## src/rtl/fetch_queue_if.sv

```systemverilog
// Fetch-queue bus: instruction-memory port, redirect request and decode handshake.
interface fetch_queue_if #(
    parameter int unsigned DEPTH = 4
);
    logic [31:0]            imem_a;
    logic [31:0]            imem_rd;
    logic                   redirect;
    logic [31:0]            redirect_pc;
    logic                   inst_valid;
    logic [31:0]            inst;
    logic [31:0]            inst_pc;
    logic [31:0]            inst_pc8;
    logic                   inst_ready;
    logic [$clog2(DEPTH):0] count;

    // Fetch-queue side
    modport master (
        output imem_a, inst_valid, inst, inst_pc, inst_pc8, count,
        input  imem_rd, redirect, redirect_pc, inst_ready
    );

    // Environment side: memory, branch unit and decode
    modport slave (
        input  imem_a, inst_valid, inst, inst_pc, inst_pc8, count,
        output imem_rd, redirect, redirect_pc, inst_ready
    );
endinterface

```

## src/rtl/fetch_queue.sv

```systemverilog
// Instruction-fetch stage: owns the PC, reads a combinational instruction memory and buffers
// {word, pc} pairs in a show-ahead FIFO feeding decode. Redirect flushes and restarts fetch.
module fetch_queue #(
    parameter int unsigned DEPTH    = 4,
    parameter logic [31:0] RESET_PC = 32'h0000_0000
) (
    input logic          clk,
    input logic          reset,
    fetch_queue_if.master bus
);
    localparam int unsigned PtrW = $clog2(DEPTH);
    localparam int unsigned CntW = PtrW + 1;
    localparam logic [CntW-1:0] Full = CntW'(DEPTH);
    localparam logic [31:0] ResetPcAligned = {RESET_PC[31:2], 2'b00};

    logic [31:0]     fetch_pc_q, fetch_pc_d;
    logic [PtrW-1:0] wr_ptr_q, wr_ptr_d;
    logic [PtrW-1:0] rd_ptr_q, rd_ptr_d;
    logic [CntW-1:0] count_q, count_d;
    logic [31:0]     mem_inst_q [DEPTH];
    logic [31:0]     mem_pc_q   [DEPTH];

    logic pop;
    logic push;

    // Handshake decode; a full queue only accepts a word when the head leaves the same cycle
    always_comb begin
        pop  = (count_q != '0) && bus.inst_ready;
        push = !bus.redirect && ((count_q != Full) || pop);
    end

    // Next-state for PC, pointers and occupancy; redirect overrides everything
    always_comb begin
        fetch_pc_d = fetch_pc_q;
        wr_ptr_d   = wr_ptr_q;
        rd_ptr_d   = rd_ptr_q;
        count_d    = count_q;
        if (bus.redirect) begin
            fetch_pc_d = {bus.redirect_pc[31:2], 2'b00};
            wr_ptr_d   = '0;
            rd_ptr_d   = '0;
            count_d    = '0;
        end else begin
            if (push) begin
                wr_ptr_d   = wr_ptr_q + PtrW'(1);
                fetch_pc_d = fetch_pc_q + 32'd4;
            end
            if (pop) begin
                rd_ptr_d = rd_ptr_q + PtrW'(1);
            end
            unique case ({push, pop})
                2'b10:   count_d = count_q + CntW'(1);
                2'b01:   count_d = count_q - CntW'(1);
                default: count_d = count_q;
            endcase
        end
    end

    // Control state registers
    always_ff @(posedge clk or posedge reset) begin
        if (reset) begin
            fetch_pc_q <= ResetPcAligned;
            wr_ptr_q   <= '0;
            rd_ptr_q   <= '0;
            count_q    <= '0;
        end else begin
            fetch_pc_q <= fetch_pc_d;
            wr_ptr_q   <= wr_ptr_d;
            rd_ptr_q   <= rd_ptr_d;
            count_q    <= count_d;
        end
    end

    // Queue storage; contents after a flush are stale but masked by inst_valid
    always_ff @(posedge clk or posedge reset) begin
        if (reset) begin
            for (int i = 0; i < int'(DEPTH); i++) begin
                mem_inst_q[i] <= '0;
                mem_pc_q[i]   <= '0;
            end
        end else if (push) begin
            mem_inst_q[wr_ptr_q] <= bus.imem_rd;
            mem_pc_q[wr_ptr_q]   <= fetch_pc_q;
        end
    end

    // Show-ahead outputs straight from the head entry
    always_comb begin
        bus.imem_a     = {fetch_pc_q[31:2], 2'b00};
        bus.inst_valid = (count_q != '0);
        bus.inst       = mem_inst_q[rd_ptr_q];
        bus.inst_pc    = mem_pc_q[rd_ptr_q];
        bus.inst_pc8   = mem_pc_q[rd_ptr_q] + 32'd8;
        bus.count      = count_q;
    end
endmodule

```

## src/flat_wrapper.sv

```systemverilog
// flat-port wrapper written by rule: the top's interface ports become plain ports
module fetch_queue_flat 
#(
    parameter int unsigned DEPTH    = 4,
    parameter logic [31:0] RESET_PC = 32'h0000_0000
)
  (clk, reset, bus_imem_a, bus_inst_valid, bus_inst, bus_inst_pc, bus_inst_pc8, bus_count, bus_imem_rd, bus_redirect, bus_redirect_pc, bus_inst_ready);
  fetch_queue_if #(.DEPTH(DEPTH)) bus_i ();
  input logic clk;
  input logic reset;
  output wire logic [$bits(bus_i.imem_a)-1:0] bus_imem_a;
  output wire logic [$bits(bus_i.inst_valid)-1:0] bus_inst_valid;
  output wire logic [$bits(bus_i.inst)-1:0] bus_inst;
  output wire logic [$bits(bus_i.inst_pc)-1:0] bus_inst_pc;
  output wire logic [$bits(bus_i.inst_pc8)-1:0] bus_inst_pc8;
  output wire logic [$bits(bus_i.count)-1:0] bus_count;
  input wire logic [$bits(bus_i.imem_rd)-1:0] bus_imem_rd;
  input wire logic [$bits(bus_i.redirect)-1:0] bus_redirect;
  input wire logic [$bits(bus_i.redirect_pc)-1:0] bus_redirect_pc;
  input wire logic [$bits(bus_i.inst_ready)-1:0] bus_inst_ready;
  assign bus_imem_a = bus_i.imem_a;
  assign bus_inst_valid = bus_i.inst_valid;
  assign bus_inst = bus_i.inst;
  assign bus_inst_pc = bus_i.inst_pc;
  assign bus_inst_pc8 = bus_i.inst_pc8;
  assign bus_count = bus_i.count;
  assign bus_i.imem_rd = bus_imem_rd;
  assign bus_i.redirect = bus_redirect;
  assign bus_i.redirect_pc = bus_redirect_pc;
  assign bus_i.inst_ready = bus_inst_ready;
  fetch_queue #(.DEPTH(DEPTH), .RESET_PC(RESET_PC)) u_core (.clk(clk), .reset(reset), .bus(bus_i));
endmodule
```

## config.mk

```make
export PLATFORM = sky130hd
export DESIGN_NAME = fetch_queue_flat
export DESIGN_NICKNAME = d
export VERILOG_FILES = /design/src/rtl/fetch_queue_if.sv /design/src/rtl/fetch_queue.sv /design/src/flat_wrapper.sv
export SDC_FILE = /design/constraint.sdc
export NUM_CORES = 1
export LEC_CHECK = 0
export ABC_CLOCK_PERIOD_IN_PS = 13860
export CORE_MARGIN = 2
export CORE_UTILIZATION = 35
export CTS_BUF_LIST = sky130_fd_sc_hd__clkbuf_16
export DETAILED_ROUTE_END_ITERATION = 10
export PLACE_DENSITY = 0.68
export SYNTH_ARGS = -nofsm -noshare
export SYNTH_HDL_FRONTEND = slang
export SYNTH_SLANG_ARGS = --single-unit
```

## constraint.sdc

```tcl
create_clock -name clk -period 13.86 [get_ports clk]
set_input_delay 4.158 -clock clk [delete_from_list [all_inputs] [get_ports clk]]
set_output_delay 4.158 -clock clk [all_outputs]
set_load 0.02 [all_outputs]
```

After elaboration in Yosys (flattened, before gate mapping):

Cells that the tools add are included.

* register bits: 295
* output and inout port bits: 132
* word-level logic and storage cells: 53

* $add $sub $neg: 6
* $lt $le $gt $ge: 3
* equality and inequality tests: 3
* mux-type cells: 18
* bitwise operators: 2
* reductions and logical operators: 9

Operators with widths (count)
* $bwmux 128: 2
* $mux 32: 7
* $bmux 32 s2: 2
* $demux 32 s2: 1
* $add 32x3->32 const B: 1
* $add 32x4->32 const B: 1
* $mux 2: 4
* $ge 3x3->1 const B: 2
* $not 2->3: 2
* $pmux 3 s2: 1
* $reduce_bool 3->1: 2
* $add 2x1->2 const B: 2
* $reduce_bool 2->1: 2
* $add 3x1->3 const B: 1
* $logic_and 1x1->1: 3
* $lt 3x1->1 const B: 1
* $mux 3: 1
* $ne 3x3->1 const B: 1
* $sub 3x1->3 const B: 1
* $eq 2x1->1 const B: 1
* $eq 2x2->1 const B: 1
* $logic_not 1->1: 1
* $logic_or 1x1->1: 1

Longest topological paths before layout:

Gate-level depths: netlist of the first run.

* word-level depth: 7
* depth in mapped cells: 8

Worst setup path after synthesis of the first run:

Ideal clock, no wire load.

* kind: flip-flop to output port
* from: register u_core.rd_ptr_q[0]
* to: output bus_inst_pc8[27]
* data arrival time: 2348 ps
* path slack: 7354 ps
* cell stages (with the launch flop): 9
* buffers on the path: 3
* cell sequence: dfrtp_1 buf_6 buf_12 mux4_1 and3_1 buf_4 nand4_2 nor3_1 xnor2_1

* cells in the longest elaborated chain, start to end: 5

Ends and longest elaborated chain
* start: declaration: line fetch_queue.sv:18 `logic [PtrW-1:0] rd_ptr_q, rd_ptr_d;`
* start signal: assignment: line fetch_queue.sv:69 `rd_ptr_q <= rd_ptr_d;`
* $not 2->3
* $bmux 32 s2
* $mux 32 (2 in series)
* named net bus_inst_pc[6]: line flat_wrapper.sv:14 `output wire logic [$bits(bus_i.inst_pc)-1:0] bus_inst_pc;`
* $add 32x4->32: line fetch_queue.sv:93 `bus.inst_pc8 = mem_pc_q[rd_ptr_q] + 32'd8;`
* end: declaration: line flat_wrapper.sv:15 `output wire logic [$bits(bus_i.inst_pc8)-1:0] bus_inst_pc8;`

The timed path passes the listed nets, and every way through them passes these cells. The select of a mux whose other input is x is not followed.

Worst setup path in the final report of the first run:

* from: register u_core.rd_ptr_q[0]
* to: output bus_inst_pc8[30]

* cells in the longest elaborated chain, start to end: 5

Ends and longest elaborated chain (line)
* $not 2->3 (implied by the code): fetch_queue.sv:93
* $bmux 32 s2: fetch_queue.sv:93
* $mux 32 (implied by the code) (2 in series): fetch_queue.sv:93
* $add 32x4->32: fetch_queue.sv:93

Every way passes these cells. The select of a mux whose other input is x is not followed.

==> summary.txt, run 1 <==
Timing
  – Accumulated negative setup slack: 0 ps
  – Worst-margin pin slew: ~1100 ps
  – Worst max-slew margin expressed relative to the limit: 29.2%
  – Total count of max-transition violations in the final report: 0
  – Tcrit/Tclk final: 59.4%
  – Number of failing setup endpoints in the final timing report: 0
  – Post-route minimum period: 8230 ps
  – Unrepaired setup endpoints after global routing: false
  – Endpoints failing hold: 0
  – Max Fclk: roughly 120 MHz
  – Final setup skew: approximately 18 ps

Synth
  – Number of enable flip-flop cells after synthesis: 0
  – Post-synthesis instance area: approximately 14000 sq um
  – Average cell area after synthesis: 14.2 sq um
  – Share of flip-flops with an asynchronous set or reset after synthesis: 100%
  – Fraction of the yosys area taken by sequential cells: 52.7%
  – Count of warnings emitted by yosys: 0
  – Yosys top cell area share: between 50% and 60%
  – Count of cell types in the netlist: 42
  – Leading cell types by total area after synthesis: sky130_fd_sc_hd__dfrtp_1, sky130_fd_sc_hd__mux2_2, sky130_fd_sc_hd__mux4_2, sky130_fd_sc_hd__xnor2_1, sky130_fd_sc_hd__mux4_1
  – Post-synthesis sequential element count: 285
  – Library cell occupying the most area in the post-synthesis netlist: sky130_fd_sc_hd__dfrtp_1
  – Post-synthesis cell count: between 900 and 1k
  – Most used flip-flop cell after synthesis: sky130_fd_sc_hd__dfrtp_1

Floorplanning
  – Starting Density: 35.2%
  – Die width: around 200 microns
  – Height of the chip: ~200 microns
  – Std cell rows: 72
  – Floorplan die area: 40200 sq um
  – Core Area: 38400 sq um
  – Boundary Pins: 200

Finish
  – Layout area overhead: 24.0%
  – Fillers: 3528
  – Area occupied by multi-input gates: 5950 sq um
  – Utilization of the core after routing: 43.7%
  – Count of inserted antenna diode cells: 0
  – Fraction of layout cells with a size suffix above 1: between 30% and 40%
  – Post-layout instance count excluding filler cells: 1660
  – Nets: 1193
  – Area of all sequential standard cells: 7140 sq um

GRT
  – Global-route total usage across every layer: between 15 and 20%
  – Antenna violations before repair: 0
  – Vias in the first global route: 8894
  – Global-route congestion overflow total: 0
  – Wire length of the first global-routing pass: 52500 microns
  – Pin count of the biggest net entering global routing: roughly 140

Setup path
  – Critical path data required time: 9700 ps
  – Max stage delay cell, worst path: sky130_fd_sc_hd__buf_4
  – Slowest stage delay, CP: a little under 800 ps
  – Startpoint-to-endpoint class of the critical path: reg2out
  – Maximum net fanout on the critical path: between 40 and 50
  – Arrival @ worst endpoint: 4080 ps
  – Sort of element at the start of the critical path: flop
  – Crit end category: output port
  – Reg-to-reg slack, setup: 11050 ps
  – Series of cell instances along the critical path: buf_4 -> mux4_1 -> and4_1 -> nand2_1 -> nor4_1 -> xor2_1 -> clkdlybuf4s50_1

Route
  – Initial DRC Count: 352
  – Total iterations of the first detailed-routing run: 4
  – Remaining antenna violation count: 0
  – Via count normalized by instance count: ~5
  – Post-DR wirelength/cell: roughly 20 microns
  – Post-Route WL: 32500 microns
  – DRC: 0
  – Detailed-route via count: 8335

Placement
  – Final GP Congestion: 0.776
  – Buffers on Ports: 191
  – Placed cells: between 1.5k and 2k
  – DP Wirelength: 20500 microns

CTS
  – CTS sink cnt: ~290
  – TritonCTS clock tree: yes
  – Worst-Skew Late Latency: 510 ps
  – Number of buffers added to fix hold violations after cts: 0
  – Buffer type at the clock tree root: sky130_fd_sc_hd__clkbuf_16
  – Clock buffer count from CTS: 34
  – Post-CTS Setup Bufs: 0
  – CTS Buffer Depth: 3
  – Resized cells post-CTS: 0
  – Clock slew at the register clock pins of the worst setup and hold paths: 60 ps
  – Number of H-tree branching levels: 2

Status
  – Run status: finished, final reports clean

Power and ir drop
  – Power density relative to cell area: between 200 and 250 nW/um^2
  – Standby leakage power: ~6.7 nW
  – Worst supply voltage drop on vdd: 0.105 mV

Run
  – Reported max-cap violation count: 0

Min path
  – Hold Crit Class: reg2reg
==> routing by layer <==
layer  GRT usage, %  vias up  part of all wire [%]
li1               -     3776                     -
met1           21.9     4321                    44
met2           26.6      204                    47
met3           5.16       34                   7.2
met4           3.54        0                   1.3
met5              0        -                     0
==> layout make-up <==
class                           count  share of cell area (%)
Clock inverter                     26                   0.791
Timing Repair Buffer              201                    11.8
Clock buffer                       34                    5.07
Inverter                           17                   0.425
Sequential cell                   285                    42.6
Multi-Input combinational cell    579                    35.5
Tap cell                          518                    3.86
==> worst paths after layout <==
check,start,endpoint,cells after the start
worst max register to register,u_core.bus.count[0],u_core.mem_inst_q[86],4
worst max-delay path,u_core.rd_ptr_q[0],bus_inst_pc8[30],7
worst min-delay path,u_core.mem_pc_q[78],u_core.mem_pc_q[78],1
max in group asynchronous,reset,u_core.mem_inst_q[32],3
worst min register to register,u_core.mem_pc_q[78],u_core.mem_pc_q[78],1
min in group asynchronous,reset,u_core.fetch_pc_q[5],2
==> logic make-up (layout without fill, tap and decap cells) <==
group / count (synthesis) / count (layout) / share of synthesized area [%]
buffers and inverters: 94 / 278 / 3.55
AND/OR/NAND/NOR: 158 / 158 / 6.34
XOR/XNOR: 56 / 56 / 3.63
other: 1 / 6 / 0.0277
multiplexers: 313 / 313 / 31.5
AO/OA/AOI/OAI: 39 / 39 / 1.53
flip-flops: 285 / 285 / 52.7
adder cells (fa/ha/maj): 7 / 7 / 0.703
==> synthesized netlist by cell type, types with 6 or more instances <==
master                       n
sky130_fd_sc_hd__nor3_1     16
sky130_fd_sc_hd__and4_1      6
sky130_fd_sc_hd__xor2_1     19
sky130_fd_sc_hd__clkbuf_1   27
sky130_fd_sc_hd__mux4_2     51
sky130_fd_sc_hd__mux2_2    249
sky130_fd_sc_hd__nor4_1     12
sky130_fd_sc_hd__buf_2      32
sky130_fd_sc_hd__nand4_1     7
sky130_fd_sc_hd__buf_4      12
sky130_fd_sc_hd__dfrtp_1   285
sky130_fd_sc_hd__and2_1      7
sky130_fd_sc_hd__inv_1      16
sky130_fd_sc_hd__o21ai_0    32
sky130_fd_sc_hd__nand2_1    50
sky130_fd_sc_hd__mux4_1     11
sky130_fd_sc_hd__and3_1     10
sky130_fd_sc_hd__nor2_1     16
sky130_fd_sc_hd__ha_1        6
sky130_fd_sc_hd__xnor2_1    37
sky130_fd_sc_hd__nand3_1    19
==> flip-flops by register name (all words and copies together) (netlist names) <==
register and flops:
u_core.bus.count 3, u_core.fetch_pc_q 30, u_core.mem_inst_q 128, u_core.mem_pc_q 120, u_core.rd_ptr_q 2, u_core.wr_ptr_q 2
==> through the flow <==
step	power, mW	worst slack [ps]	instance area [sq um]	hold slack (ps)
global placement	2.78	6110	15800	481
detailed placement	2.83	6060	15800	487
finish	3.59	5630	16800	495
floorplan	2.26	1840	13500	472
CTS	3.64	5490	16800	500
global route	3.80	5270	16800	508
==> worst max-delay path, delay by kind of cell (launching register included) <==
| kind | cells | cell delay [ps] |
|---|---|---|
| mux | 1 | 520 |
| xor+xnor | 1 | 180 |
| buf+inv | 2 | 1390 |
| flops | 1 | 700 |
| simple gates | 3 | 740 |
==> where the power goes <==
part	internal, mW	switching [mW]	total [mW]	leakage [nW]
registers	1.17	0.194	1.36	3.44
clock network	0.448	0.341	0.789	0.518
logic	0.784	0.652	1.44	2.76
==> placed cells by master (no fill, tap or decap), types with 12 or more instances in the layout <==
cell and instances:
sky130_fd_sc_hd__mux4_2 51, sky130_fd_sc_hd__nand3_1 19, sky130_fd_sc_hd__xor2_1 19, sky130_fd_sc_hd__mux2_2 249
sky130_fd_sc_hd__clkdlybuf4s50_1 190, sky130_fd_sc_hd__nor4_1 12, sky130_fd_sc_hd__nand2_1 50, sky130_fd_sc_hd__nor2_1 16
sky130_fd_sc_hd__clkbuf_16 34, sky130_fd_sc_hd__dfrtp_1 283, sky130_fd_sc_hd__nor3_1 16, sky130_fd_sc_hd__xnor2_1 37
sky130_fd_sc_hd__o21ai_0 32, sky130_fd_sc_hd__inv_1 23
(Power assumes the default switching activity.)
==> run 2, diff against run 1 <==
--- a/config.mk
+++ b/config.mk
@@ -5,7 +5,7 @@
 export SDC_FILE = /design/constraint.sdc
 export NUM_CORES = 1
 export LEC_CHECK = 0
-export ABC_CLOCK_PERIOD_IN_PS = 13860
+export ABC_CLOCK_PERIOD_IN_PS = 8100
 export CORE_MARGIN = 2
 export CORE_UTILIZATION = 35
 export CTS_BUF_LIST = sky130_fd_sc_hd__clkbuf_16
==> constraint.sdc (replaced) <==
create_clock -name clk -period 8.1 [get_ports clk]
set_input_delay 2.43 -clock clk [delete_from_list [all_inputs] [get_ports clk]]
set_output_delay 2.43 -clock clk [all_outputs]
set_load 0.02 [all_outputs]
==> summary.txt, run 2 (same netlist as run 1, synthesis figures left out) <==
Floorplanning
  – Die width: 201 microns
  – Std cell rows: 72
  – Height of the chip: 201 microns
  – Core Area: roughly 38000 sq um
  – Starting Density: 35.2%
  – Floorplan die area: 40200 sq um
  – Boundary Pins: 200

CTS
  – Buffer type at the clock tree root: sky130_fd_sc_hd__clkbuf_16
  – TritonCTS clock tree: yes
  – Post-CTS Setup Bufs: 0
  – Clock slew at the register clock pins of the worst setup and hold paths: 60 ps
  – Worst-Skew Late Latency: 580 ps
  – CTS sink cnt: 285
  – Number of H-tree branching levels: 1
  – Clock buffer count from CTS: 31
  – Resized cells post-CTS: 0
  – Number of buffers added to fix hold violations after cts: 0
  – CTS Buffer Depth: 3

Finish
  – Final design instance area without fill: 16700 sq um
  – Nets: 1189
  – Fillers: 3548
  – Leading cell type in the layout, fill and taps excluded: sky130_fd_sc_hd__dfrtp_1
  – Utilization of the core after routing: 43.5%
  – Area of all sequential standard cells: between 7000 and 8000 sq um
  – Commonest cells after routing, fill and taps aside: sky130_fd_sc_hd__dfrtp_1, sky130_fd_sc_hd__mux2_2, sky130_fd_sc_hd__clkdlybuf4s50_1, sky130_fd_sc_hd__mux4_2, sky130_fd_sc_hd__nand2_1
  – Count of inserted antenna diode cells: 0
  – Top reg by flops: u_core.mem_inst_q
  – Leading registers by flop count: u_core.mem_inst_q: 128 flops, u_core.mem_pc_q: 120 flops, u_core.fetch_pc_q: 30 flops
  – Area occupied by multi-input gates: a little under 6000 sq um
  – Layout area overhead: 23.3%
  – Fraction of layout cells with a size suffix above 1: 32.1%
  – Max FFs per register: between 100 and 150

Timing
  – Unrepaired setup endpoints after global routing: false
  – Post-route minimum period: 6470 ps
  – Tcrit/Tclk final: 79.9%
  – Number of failing setup endpoints in the final timing report: 0
  – Final setup skew: between 20 and 25 ps
  – Worst-margin pin slew: between 1000 and 1500 ps
  – Worst max-slew margin expressed relative to the limit: 25.6%
  – Total count of max-transition violations in the final report: 0
  – Endpoints failing hold: 0
  – Accumulated negative setup slack: 0 ps
  – Max Fclk: 154 MHz

Power and ir drop
  – Standby leakage power: 6.67 nW
  – Switching part of the total power: roughly 33%
  – Internal power contribution: 4.03 mW
  – Gate power share: 40.2%
  – Worst supply voltage drop on vdd: approximately 0.16 mV
  – Switching power total: between 2 and 2.5 mW
  – Power density relative to cell area: about 360 nW/um^2
  – Portion of total power attributed to sequential cells: 39.1%
  – Proportion of power drawn by the clock network: 20.8%

Placement
  – DP Wirelength: 20100 microns
  – Final GP Congestion: 0.764
  – Area after DPL: 15800 sq um
  – Buffers on Ports: 191

Route
  – Post-DR wirelength/cell: 19.4 microns
  – Via count normalized by instance count: between 5 and 6
  – Total iterations of the first detailed-routing run: 6
  – Post-Route WL: approximately 32000 microns
  – Detailed-route via count: 8349
  – Initial DRC Count: 430
  – DRC: 0
  – Remaining antenna violation count: 0

GRT
  – Wire length of the first global-routing pass: 51400 microns
  – Antenna violations before repair: 1
  – Pin count of the biggest net entering global routing: around 120
  – Global-route total usage across every layer: 16.1%
  – Vias in the first global route: just under 9k
  – Global-route congestion overflow total: 0

Setup path
  – Max stage delay cell, worst path: sky130_fd_sc_hd__dfrtp_4
  – Critical path data required time: 5670 ps
  – Startpoint-to-endpoint class of the critical path: reg2out
  – Crit end category: output port
  – Slowest stage delay, CP: around 970 ps
  – Arrival @ worst endpoint: 4040 ps
  – Maximum net fanout on the critical path: 38
  – Sort of element at the start of the critical path: flop
  – Series of cell instances along the critical path: mux4_1 -> ha_1 -> and2_1 -> nand4_2 -> nor4_2 -> xor2_1 -> clkdlybuf4s50_1

Status
  – Run status: finished, final reports clean

Min path
  – Hold Crit Class: reg2reg

Run
  – Reported max-cap violation count: 0
-- run 2: changes by cell type in the layout (fill, tap and decap cells not counted) --
cell	change
sky130_fd_sc_hd__clkinv_1	-2
sky130_fd_sc_hd__buf_4	-2
sky130_fd_sc_hd__clkbuf_16	-3
sky130_fd_sc_hd__inv_6	-2
sky130_fd_sc_hd__clkinv_4	+2
sky130_fd_sc_hd__inv_8	-1
sky130_fd_sc_hd__buf_12	+1
sky130_fd_sc_hd__inv_1	+1
sky130_fd_sc_hd__clkinv_8	-1
sky130_fd_sc_hd__clkinvlp_4	+1
-- run 2: path summary, 6_finish.rpt --
check / from / to / slack, ps / depth (start not counted)
setup / recovery: u_core.rd_ptr_q[0] / bus_inst_pc8[25] / 1630 / 7
hold / removal: u_core.mem_pc_q[70] / u_core.mem_pc_q[70] / 500 / 1
setup reg to reg: u_core.bus.count[0] / u_core.mem_inst_q[80] / 5350 / 4
hold reg to reg: u_core.mem_pc_q[70] / u_core.mem_pc_q[70] / 500 / 1
max in group asynchronous: reset / u_core.mem_inst_q[100] / 4540 / 3
min in group asynchronous: reset / u_core.mem_inst_q[93] / 2200 / 2
-- run 2: final cells by class --
class / count / share of cell area, %
inverters: 17 / 0.405
well taps: 518 / 3.88
repair buffers: 200 / 11.9
clock buffers: 31 / 4.65
flip-flops and latches: 285 / 42.8
clock inverters: 24 / 0.675
multi-input cells: 579 / 35.7
-- run 2: stage by stage --
step	hold WS, ps	instances	setup slack (ps)	power (mW)
global placement	481	1599	2120	4.75
floorplan	472	958	1890	3.88
detailed placement	487	1599	2090	4.83
finish	498	1654	1630	6.03
global route	508	1654	1330	6.39
CTS	501	1654	1480	6.12
-- run 2: layer usage --
metal / part of all wire, % / up-vias / GRT usage, % / routed length, microns
met4: 1.6 / 2 / 3.44 / 519
met1: 43 / 4314 / 21.3 / 13900
met5: 0.041 / - / 0 / 13
li1: - / 3765 / - / -
met2: 47 / 229 / 26.1 / 15100
met3: 8.0 / 39 / 5.03 / 2580
-- run 2: critical path: cells and delay by family, from the launching register on --
| family | cells | cell delay, ps |
|---|---|---|
| adder cells (fa/ha/maj) | 1 | 200 |
| buffers and inverters | 1 | 630 |
| XOR/XNOR | 1 | 170 |
| multiplexers | 1 | 500 |
| AND/OR/NAND/NOR | 3 | 990 |
| flip-flops | 1 | 970 |
-- run 2: power by group through the flow --
stage	sequential, mW	combinational [mW]	clock (mW)
2_1_floorplan	2.24	1.64	0
3_3_place_gp	2.34	2.41	0
3_5_place_dp	2.38	2.45	0
4_1_cts	2.36	2.45	1.30
5_1_grt	2.44	2.58	1.36
6_report	2.36	2.42	1.25
